**config.mk**
```make
export PLATFORM = sky130hd
export DESIGN_NAME = bch_dec_chien_search
export DESIGN_NICKNAME = d
export VERILOG_FILES = /design/src/rtl/bch_dec_chien_search.sv
export SDC_FILE = /design/constraint.sdc
export NUM_CORES = 1
export LEC_CHECK = 0
export ABC_AREA = 1
export CORE_MARGIN = 2
export CORE_UTILIZATION = 66
export CTS_BUF_LIST = sky130_fd_sc_hd__clkbuf_4 sky130_fd_sc_hd__clkbuf_8
export CTS_CLUSTER_DIAMETER = 50
export CTS_CLUSTER_SIZE = 25
export DETAILED_ROUTE_END_ITERATION = 16
export DONT_BUFFER_PORTS = 1
export PLACE_DENSITY = 0.81
export SYNTH_ARGS = -nofsm -noshare
export SYNTH_HDL_FRONTEND = slang
export SYNTH_SLANG_ARGS = --single-unit
```
**constraint.sdc**
```tcl
create_clock -name clk -period 2.3 [get_ports clk]
set_input_delay 0.23 -clock clk [delete_from_list [all_inputs] [get_ports clk]]
set_output_delay 0.23 -clock clk [all_outputs]
set_load 0.01 [all_outputs]
```
**src/rtl/bch_dec_chien_search.sv**
```systemverilog
// Purpose : DEC BCH error locator; scaled locator S1 + S1^2*x + (S3+S1^3)*x^2 searched by Chien.
// Latency : trivial syndromes -> done_o one cycle after accept; otherwise N+1 cycles after accept.
// Backpr. : no stall path; start_i is dropped while busy_o is high, accepted in IDLE or DONE.
module bch_dec_chien_search #(
  parameter int unsigned P_GF_M      = 5,
  parameter logic [8:0]  P_PRIM_POLY = 9'h025,
  parameter int unsigned P_CW_LEN    = 31
) (
  input  logic                       clk,
  input  logic                       rst_n,
  input  logic                       start_i,
  input  logic [2*P_GF_M-1:0]        synd_i,
  output logic                       busy_o,
  output logic                       done_o,
  output logic [(1<<P_GF_M)-2:0]     err_vec_o,
  output logic [1:0]                 err_cnt_o,
  output logic                       uncorr_o
);

  localparam int unsigned LP_M  = P_GF_M;
  localparam int unsigned LP_N  = (1 << P_GF_M) - 1;
  localparam int unsigned LP_JW = $clog2(LP_N + 1);

  // Low m bits of the polynomial give the reduction constant for a multiply by alpha.
  localparam logic [LP_M-1:0]  LP_POLY_LO = P_PRIM_POLY[LP_M-1:0];
  // alpha^-1 = (poly >> 1) because poly(alpha) = 0 and the constant term is 1.
  localparam logic [LP_M-1:0]  LP_AINV    = P_PRIM_POLY[LP_M:1];
  localparam logic [LP_JW-1:0] LP_J_LAST  = LP_JW'(LP_N - 1);
  localparam logic [LP_JW-1:0] LP_CW_LEN  = LP_JW'(P_CW_LEN);

  typedef enum logic [1:0] {
    ST_IDLE   = 2'd0,
    ST_SEARCH = 2'd1,
    ST_DONE   = 2'd2
  } state_t;

  // Generic GF(2^m) shift-and-add multiply, reduced by the primitive polynomial.
  function automatic logic [LP_M-1:0] gf_mul(input logic [LP_M-1:0] a, input logic [LP_M-1:0] b);
    logic [LP_M-1:0] acc;
    logic [LP_M-1:0] aa;
    acc = '0;
    aa  = a;
    for (int i = 0; i < int'(LP_M); i++) begin
      if (b[i]) acc = acc ^ aa;
      aa = aa[LP_M-1] ? ({aa[LP_M-2:0], 1'b0} ^ LP_POLY_LO) : {aa[LP_M-2:0], 1'b0};
    end
    return acc;
  endfunction

  // Constant multiply by alpha^-1: shift right, fold the dropped unit term back in.
  function automatic logic [LP_M-1:0] gf_mul_ainv(input logic [LP_M-1:0] v);
    return v[0] ? ({1'b0, v[LP_M-1:1]} ^ LP_AINV) : {1'b0, v[LP_M-1:1]};
  endfunction

  state_t            r_state;
  state_t            w_state_nxt;
  logic              w_accept;

  logic [LP_M-1:0]   w_s1;
  logic [LP_M-1:0]   w_s3;
  logic [LP_M-1:0]   w_s1_sq;
  logic [LP_M-1:0]   w_s1_cu;
  logic [LP_M-1:0]   w_t;

  logic [LP_M-1:0]   r_r0;
  logic [LP_M-1:0]   r_r1;
  logic [LP_M-1:0]   r_r2;
  logic [LP_JW-1:0]  r_j;
  logic [LP_N-1:0]   r_vec;
  logic [1:0]        r_cnt;
  logic              r_ill;
  logic              r_t_zero;

  logic              w_last;
  logic              w_hit;
  logic [LP_N-1:0]   w_vec_nxt;
  logic [1:0]        w_cnt_nxt;
  logic              w_ill_nxt;
  logic [1:0]        w_exp;
  logic              w_bad;

  logic [LP_N-1:0]   r_err_vec;
  logic [1:0]        r_err_cnt;
  logic              r_uncorr;

  assign w_s1    = synd_i[LP_M-1:0];
  assign w_s3    = synd_i[2*LP_M-1:LP_M];
  assign w_s1_sq = gf_mul(w_s1, w_s1);
  assign w_s1_cu = gf_mul(w_s1_sq, w_s1);
  assign w_t     = w_s3 ^ w_s1_cu;

  // Position j is a root when L(alpha^-j) sums to zero.
  assign w_last    = (r_j == LP_J_LAST);
  assign w_hit     = ((r_r0 ^ r_r1 ^ r_r2) == '0);
  assign w_vec_nxt = r_vec | ({{(LP_N-1){1'b0}}, w_hit} << r_j);
  assign w_cnt_nxt = (w_hit && (r_cnt != 2'd3)) ? (r_cnt + 2'd1) : r_cnt;
  assign w_ill_nxt = r_ill | (w_hit && (r_j >= LP_CW_LEN));
  // T == 0 means a single error (degree-1 locator), otherwise two roots are required.
  assign w_exp     = r_t_zero ? 2'd1 : 2'd2;
  assign w_bad     = (w_cnt_nxt != w_exp) || (w_cnt_nxt == 2'd3) || w_ill_nxt;

  assign busy_o    = (r_state == ST_SEARCH);
  assign done_o    = (r_state == ST_DONE);
  assign err_vec_o = r_err_vec;
  assign err_cnt_o = r_err_cnt;
  assign uncorr_o  = r_uncorr;

  // State register.
  always_ff @(posedge clk or negedge rst_n) begin
    if (!rst_n) begin
      r_state <= ST_IDLE;
    end else begin
      r_state <= w_state_nxt;
    end
  end

  // Next-state and accept decode; a zero S1 never needs a search.
  always_comb begin
    w_state_nxt = r_state;
    w_accept    = 1'b0;
    case (r_state)
      ST_IDLE, ST_DONE: begin
        if (start_i) begin
          w_accept    = 1'b1;
          w_state_nxt = (w_s1 == '0) ? ST_DONE : ST_SEARCH;
        end else begin
          w_state_nxt = ST_IDLE;
        end
      end
      ST_SEARCH: begin
        if (w_last) w_state_nxt = ST_DONE;
      end
      default: w_state_nxt = ST_IDLE;
    endcase
  end

  // Search datapath and result registers.
  always_ff @(posedge clk or negedge rst_n) begin
    if (!rst_n) begin
      r_r0      <= '0;
      r_r1      <= '0;
      r_r2      <= '0;
      r_j       <= '0;
      r_vec     <= '0;
      r_cnt     <= 2'd0;
      r_ill     <= 1'b0;
      r_t_zero  <= 1'b0;
      r_err_vec <= '0;
      r_err_cnt <= 2'd0;
      r_uncorr  <= 1'b0;
    end else if (w_accept) begin
      r_r0      <= w_s1;
      r_r1      <= w_s1_sq;
      r_r2      <= w_t;
      r_j       <= '0;
      r_vec     <= '0;
      r_cnt     <= 2'd0;
      r_ill     <= 1'b0;
      r_t_zero  <= (w_t == '0);
      r_err_vec <= '0;
      r_err_cnt <= 2'd0;
      // S1 = 0 with S3 != 0 cannot come from one or two errors.
      r_uncorr  <= (w_s1 == '0) && (w_s3 != '0);
    end else if (r_state == ST_SEARCH) begin
      r_vec <= w_vec_nxt;
      r_cnt <= w_cnt_nxt;
      r_ill <= w_ill_nxt;
      r_r1  <= gf_mul_ainv(r_r1);
      r_r2  <= gf_mul_ainv(gf_mul_ainv(r_r2));
      if (w_last) begin
        r_uncorr  <= w_bad;
        r_err_vec <= w_bad ? '0 : w_vec_nxt;
        r_err_cnt <= w_bad ? 2'd0 : w_exp;
      end else begin
        r_j <= r_j + 1'b1;
      end
    end
  end

endmodule

```
# Yosys cells after proc, flatten, opt, wreduce, memory -nomap -nowiden
# Index checks and enable logic that the tools add are counted.
# classes
eq_ne	8
addsub	2
shift	1
muxes	53
n_div	0
magnitude_cmp	1
multipliers	0
n_reduce_logical	15
n_bitwise	24
# op_table
operator	count
$mux W31	6
$mux W5	20
$xor A5 B5 Y5	11
$or A31 B31 Y31	1
$shl A1 B5 Y31	1
$mux W3	8
$mux W2	11
$not A2 Y2	8
$logic_not A5 Y1	3
$mux W1	7
$not A1 Y2	3
$add A5 B1 Y5 const B	1
$eq A5 B5 Y1 const B	1
$ge A5 B5 Y1 const B	1
$reduce_bool A5 Y1	1
$eq A2 B2 Y1 const B	2
$ne A2 B2 Y1 const B	2
$pmux W2 S2	1
$reduce_and A2 Y1	2
$reduce_bool A2 Y1	2
$logic_and A1 B1 Y1	3
$add A2 B1 Y2 const B	1
$eq A2 B1 Y1 const B	1
$logic_not A2 Y1	1
5 further kinds	6
# totals
romBits	0
reg_bits	91
n_memories	0
mem_bits_rw	0
out_inout_bits	36
latchBits	0
elab_cells	116
in_bits	13

# Longest topological paths before layout
# depth
ltp_word	22
mapped_depth	20
mapped_depth_nobuf	20

# Least setup slack after synthesis
# No wires, ideal clock.
# synth_timing
path_kind	register to register
from	reg r_j[3]
to	reg r_err_vec[28], in the netlist err_vec_o[28]
path_stages_with_launch	12
n_path_buf	3
path_slack_ns	0.291
synth_period_minus_slack_ns	2.009
required_time_ns	2.226
arrival_time_ns	1.935
setup_time_ns	0.074
path_cell_list	dfrtp_1 buf_2 inv_1 clkbuf_1 nor3_1 ha_1 nor2_1 o21ai_1 nor2_1 nand3_4 buf_6 o21ai_2
# synth_between
elab_chain_cells	8
word_cells_on_any_way	13
cone_classes	order compare (1); eq/ne (1); shift (1); mux (4); bitwise (2); reduce/logical (4)
# synth_lines
item	line	rtl
start, declared	68	logic [LP_JW-1:0] r_j;
start signal, assigned	175	r_j <= r_j + 1'b1;
$ge A5 B5 Y1	97	assign w_ill_nxt = r_ill | (w_hit && (r_j >= LP_CW_LEN));
$logic_and A1 B1 Y1	97	
$or A1 B1 Y1	97	
$logic_or A1 B1 Y1	100	assign w_bad = (w_cnt_nxt != w_exp) || (w_cnt_nxt == 2'd3) || w_ill_nxt;
$mux W31	172	r_err_vec <= w_bad ? '0 : w_vec_nxt;
$mux W31	170	if (w_last) begin
$mux W31	164	end else if (r_state == ST_SEARCH) begin
$mux W31	151	end else if (w_accept) begin
end signal, assigned	172	
end, declared	82	logic [LP_N-1:0] r_err_vec;
# Parallel ways exist; a longest one is shown, timed or not. The select of a mux whose other input is x is not followed.
# A chain may end at the register's enable or synchronous reset.

# Worst setup path after layout
# layout_timing
from	reg r_j[1]
to	reg r_err_vec[17], in the netlist err_vec_o[17]
# The elaborated chain is that of the path after synthesis.

==> summary.md <==
| Metric | Value |
|---|---|
| Post-synth top cells | nand2_1 (248), inv_1 (98), dfrtp_1 (91), nand3_1 (60), o21ai_0 (41) |
| Total negative slack | 0 ns |
| Fin nets | ~750 |
| Gr usage total | a little under a third |
| Iter 0 DRT Violations | approximately 240 |
| Via/cell ratio | about 5.7 |
| Routed Antenna Nets | 0 |
| LEAKAGE | just over 3 nW |
| Status | finished with violations |
| CTS tree | yes |
| Post-CTS Repair Setup Buffers | 0 |
| Max-slew headroom | about two thirds |
| Final setup violation count | 0 |
| Fin util | between 70 and 80% |
| Final Hold Fails | 91 |
| Fin. max-slew vios | 0 |
| Largest family of logic cells by synthesized area | simple AND/OR/NAND/NOR gates |
| Post-route minimum period | approximately 2.1 ns |
| Syn Std Cell Area | between 0.005 and 0.006 mm2 |
| Max cap viols | 0 |
| Vias in the first global route | ~4.6k |
| Primary FF master, synth | dfrtp_1 |
| H-tree depth | 3 |
| Flop2flop setup slack | 0.24 ns |
| Synthesis-stage register bit count | between 90 and 100 |
| Ratio of cells with drive above 1 in the final layout | around 8.3% |
| PortBufs | 0 |
| N_diodes | 0 |
| Clock slew at the register clock pins of the worst setup and hold paths | approximately 0.10 ns |
| Leading area contributor after synthesis | dfrtp_1 |
| First-pass DRT Iterations | 5 |
| Wire per inst | 15.0 um |
| Adder-cell share of the synthesized area | under 10% |
| Total CTS buffers | 9 |
| Post-Route WL | 12.5 mm |
| Hold slack final | -0.466 ns |
| Yosys cell types | 35 |
| Compound-cell area share of the yosys netlist | 12.4% |
| GP Congestion | 0.919 |
| R2R cell count | 10 |
| Clk_skew | 0.0103 ns |
| Clock power frac | roughly a fifth |
| Non-Filler Instances | 835 |
| Sequential power share | between 40% and 50% |
| Syn nets | ~750 |
| Post-synth EDFFs | 0 |
| Crit path DAT | around 2.3 ns |
| Pint | 3.25 mW |
| Synth-to-Final Area Change | 5.89% |
| Avg Synthesized Cell Area | ~7 um2 |
| Largest net degree at the start of global routing | between 90 and 100 |
| Worst vdd ir | between 0.0008 and 0.0009 V |
| Tightest Pin Transition | roughly 0.52 ns |
| Cell row count | 32 |
| Die Area | around 0.0087 mm2 |
| Switching power | between 2 and 3 mW |
| CTS Root Buffer Type | clkbuf_8 |
| Multiplexer share of the synthesized area | 0% |
| Comb power frac | between 30 and 40% |
| Simple-Gate Fraction of Synth Area | a little under a third |
| Xor-xnor portion of the synthesized cell area | 1.16% |
| R2r endpoint | err_vec_o[17] |
| Pwr Density | between 1000 and 1500 mW/mm2 |
| Worst Hold Class | input port to async pin |
| Async SR Flop Fraction | 100% |
| Switching Share | between 40% and 50% |
| Global-route wire length before repair | ~21 mm |
| Fin crit share | roughly nine tenths |
| Die Y | between 90 and 100 um |
| Most common cell in the netlist | nand2_1 |
| CP Class | flop to flop |
| Placed Cells | between 800 and 900 |
| DRC | 0 |
| Worst setup margin | about 0.24 ns |
| Ranking of synthesized cells by area | dfrtp_1 (43%), nand2_1 (18%), inv_1 (7.0%) |
| Sink Count | slightly above 90 |
| Crit path max fanout | 23 |
| Die span in x | slightly above 90 um |
| Share of the synthesized area in the top cell type | between 40% and 50% |
| Dpl ws | a little under 0.2 ns |
| Post-synthesis sequential area ratio | between 40 and 50% |
| Mapped Cells | 732 |
| Synth warn | 0 |
| Worst r2r src | r_j[1] |
| Required time worst endpoint | approximately 2.6 ns |
| Clock Tree Buf Depth | 2 |
| I/O Pins | 49 |
| CP startpoint kind | flop |
| GRT overflow | 0 |
| Endpoint type of the worst setup path | flop |
| RSZ-0062 raised after global routing | no |
| Hpwl dp | 9.01 mm |
| Failing checks | negative hold slack |
| Clock Latency Late Sink | between 0.3 and 0.4 ns |
| Initial antenna violation count | 0 |
| Floorplan core area | 0.00773 mm2 |
| Initial Util | 68.2% |
| Max Fclk | about 490 MHz |
| Via count | between 4k and 5k |
-- metrics by stage --
step	hold slack, ns	total power, mW	area (um2)
floorplan	-0.0656	4.05	5270
global placement	-0.0639	4.54	5360
detailed placement	-0.0636	4.65	5360
CTS	-0.473	5.81	5580
global route	-0.486	6.24	5580
finish	-0.466	5.83	5580
-- worst max path at each step --
stage / start / endpoint / slack [ns]
global placement: synd_i[4] / r_t_zero / 0.22
global route: r_r1[0] / r_vec[29] / 0.03
CTS: r_j[1] / err_vec_o[17] / 0.18
detailed placement: synd_i[4] / r_t_zero / 0.20
finish: r_j[1] / err_vec_o[17] / 0.24
floorplan: r_j[3] / err_vec_o[28] / 0.29
-- sequential cells by signal (all words and copies together) (netlist names), 2 cells and up --
signal,count
r_r2,5
r_cnt,2
r_r0,5
err_vec_o,31
err_cnt_o,2
r_j,5
r_vec,31
r_state,2
r_r1,5
-- cell families after synthesis --
| family | count (synthesis) |
|---|---|
| simple gates | 378 |
| flops | 91 |
| xor+xnor | 7 |
| buf+inv | 134 |
| compound gates | 114 |
| fa+ha+maj | 8 |
-- what timing repair did --
action,in CTS,in global routing
setup endpoints to repair,0,1
endpoints found under the hold margin,91,91
resized for setup,0,1
-- critical path, stage by stage, from the launching register on --
cell and delay (ns):
dfrtp_1 0.52, ha_1 0.21, inv_1 0.06, nor3_1 0.17
ha_1 0.19, nor2_1 0.05, o21ai_1 0.16, nor2_1 0.09
nand3_4 0.12, buf_6 0.25, o21ai_0 0.12
-- layout by cell type, fill, tap and decap left out --
| cell | instances |
|---|---|
| clkinv_4 | 2 |
| inv_6 | 1 |
| nand2_4 | 1 |
| nand3b_1 | 3 |
| o22ai_1 | 7 |
| o21bai_1 | 2 |
| inv_1 | 98 |
| a211oi_1 | 2 |
| nand3_2 | 2 |
| buf_6 | 1 |
| o221ai_1 | 3 |
| nor3_1 | 6 |
| xnor2_1 | 3 |
| ha_1 | 8 |
| nand3_4 | 1 |
| inv_2 | 8 |
| o211ai_1 | 3 |
| o311ai_0 | 1 |
| a21oi_1 | 21 |
| nor2_8 | 2 |
| a21o_1 | 1 |
| clkinv_1 | 1 |
| nand4_1 | 14 |
| xor2_1 | 4 |
| nand2_1 | 248 |
| dfrtp_1 | 91 |
| buf_4 | 11 |
| nand3_1 | 60 |
| clkbuf_8 | 9 |
| nand2_2 | 4 |
| inv_8 | 3 |
| o21ai_1 | 23 |
| o21ai_0 | 41 |
| bufinv_16 | 1 |
| nor2_1 | 32 |
| o21ai_2 | 10 |
| nor2_4 | 3 |
| nor2_2 | 2 |
-- area by class of cell --
type | instances | area (um2)
multi-input cells | 507 | 2460
repair buffers | 12 | 93.8
clock inverters | 7 | 90.1
well taps | 102 | 128
clock buffers | 9 | 124
inverters | 107 | 402
flip-flops and latches | 91 | 2280
fillers | 647 | 2150
-- metal layers --
metal | part of all wire [%] | vias to the layer above | global-route usage, %
met5 | 0 | - | 0
met3 | 5.4 | 41 | 5.72
met2 | 50 | 149 | 54.5
met4 | 3.6 | 0 | 13.2
li1 | - | 2328 | -
met1 | 41 | 2240 | 36.7
-- power by group through the flow --
stage	clock, mW	combinational (mW)	sequential (mW)
3_5_place_dp	0	2.28	2.36
5_1_grt	1.26	2.60	2.38
6_report	1.18	2.31	2.34
3_3_place_gp	0	2.19	2.35
2_1_floorplan	0	1.79	2.26
4_1_cts	1.19	2.29	2.33
Power figures use the tool's default switching activity.
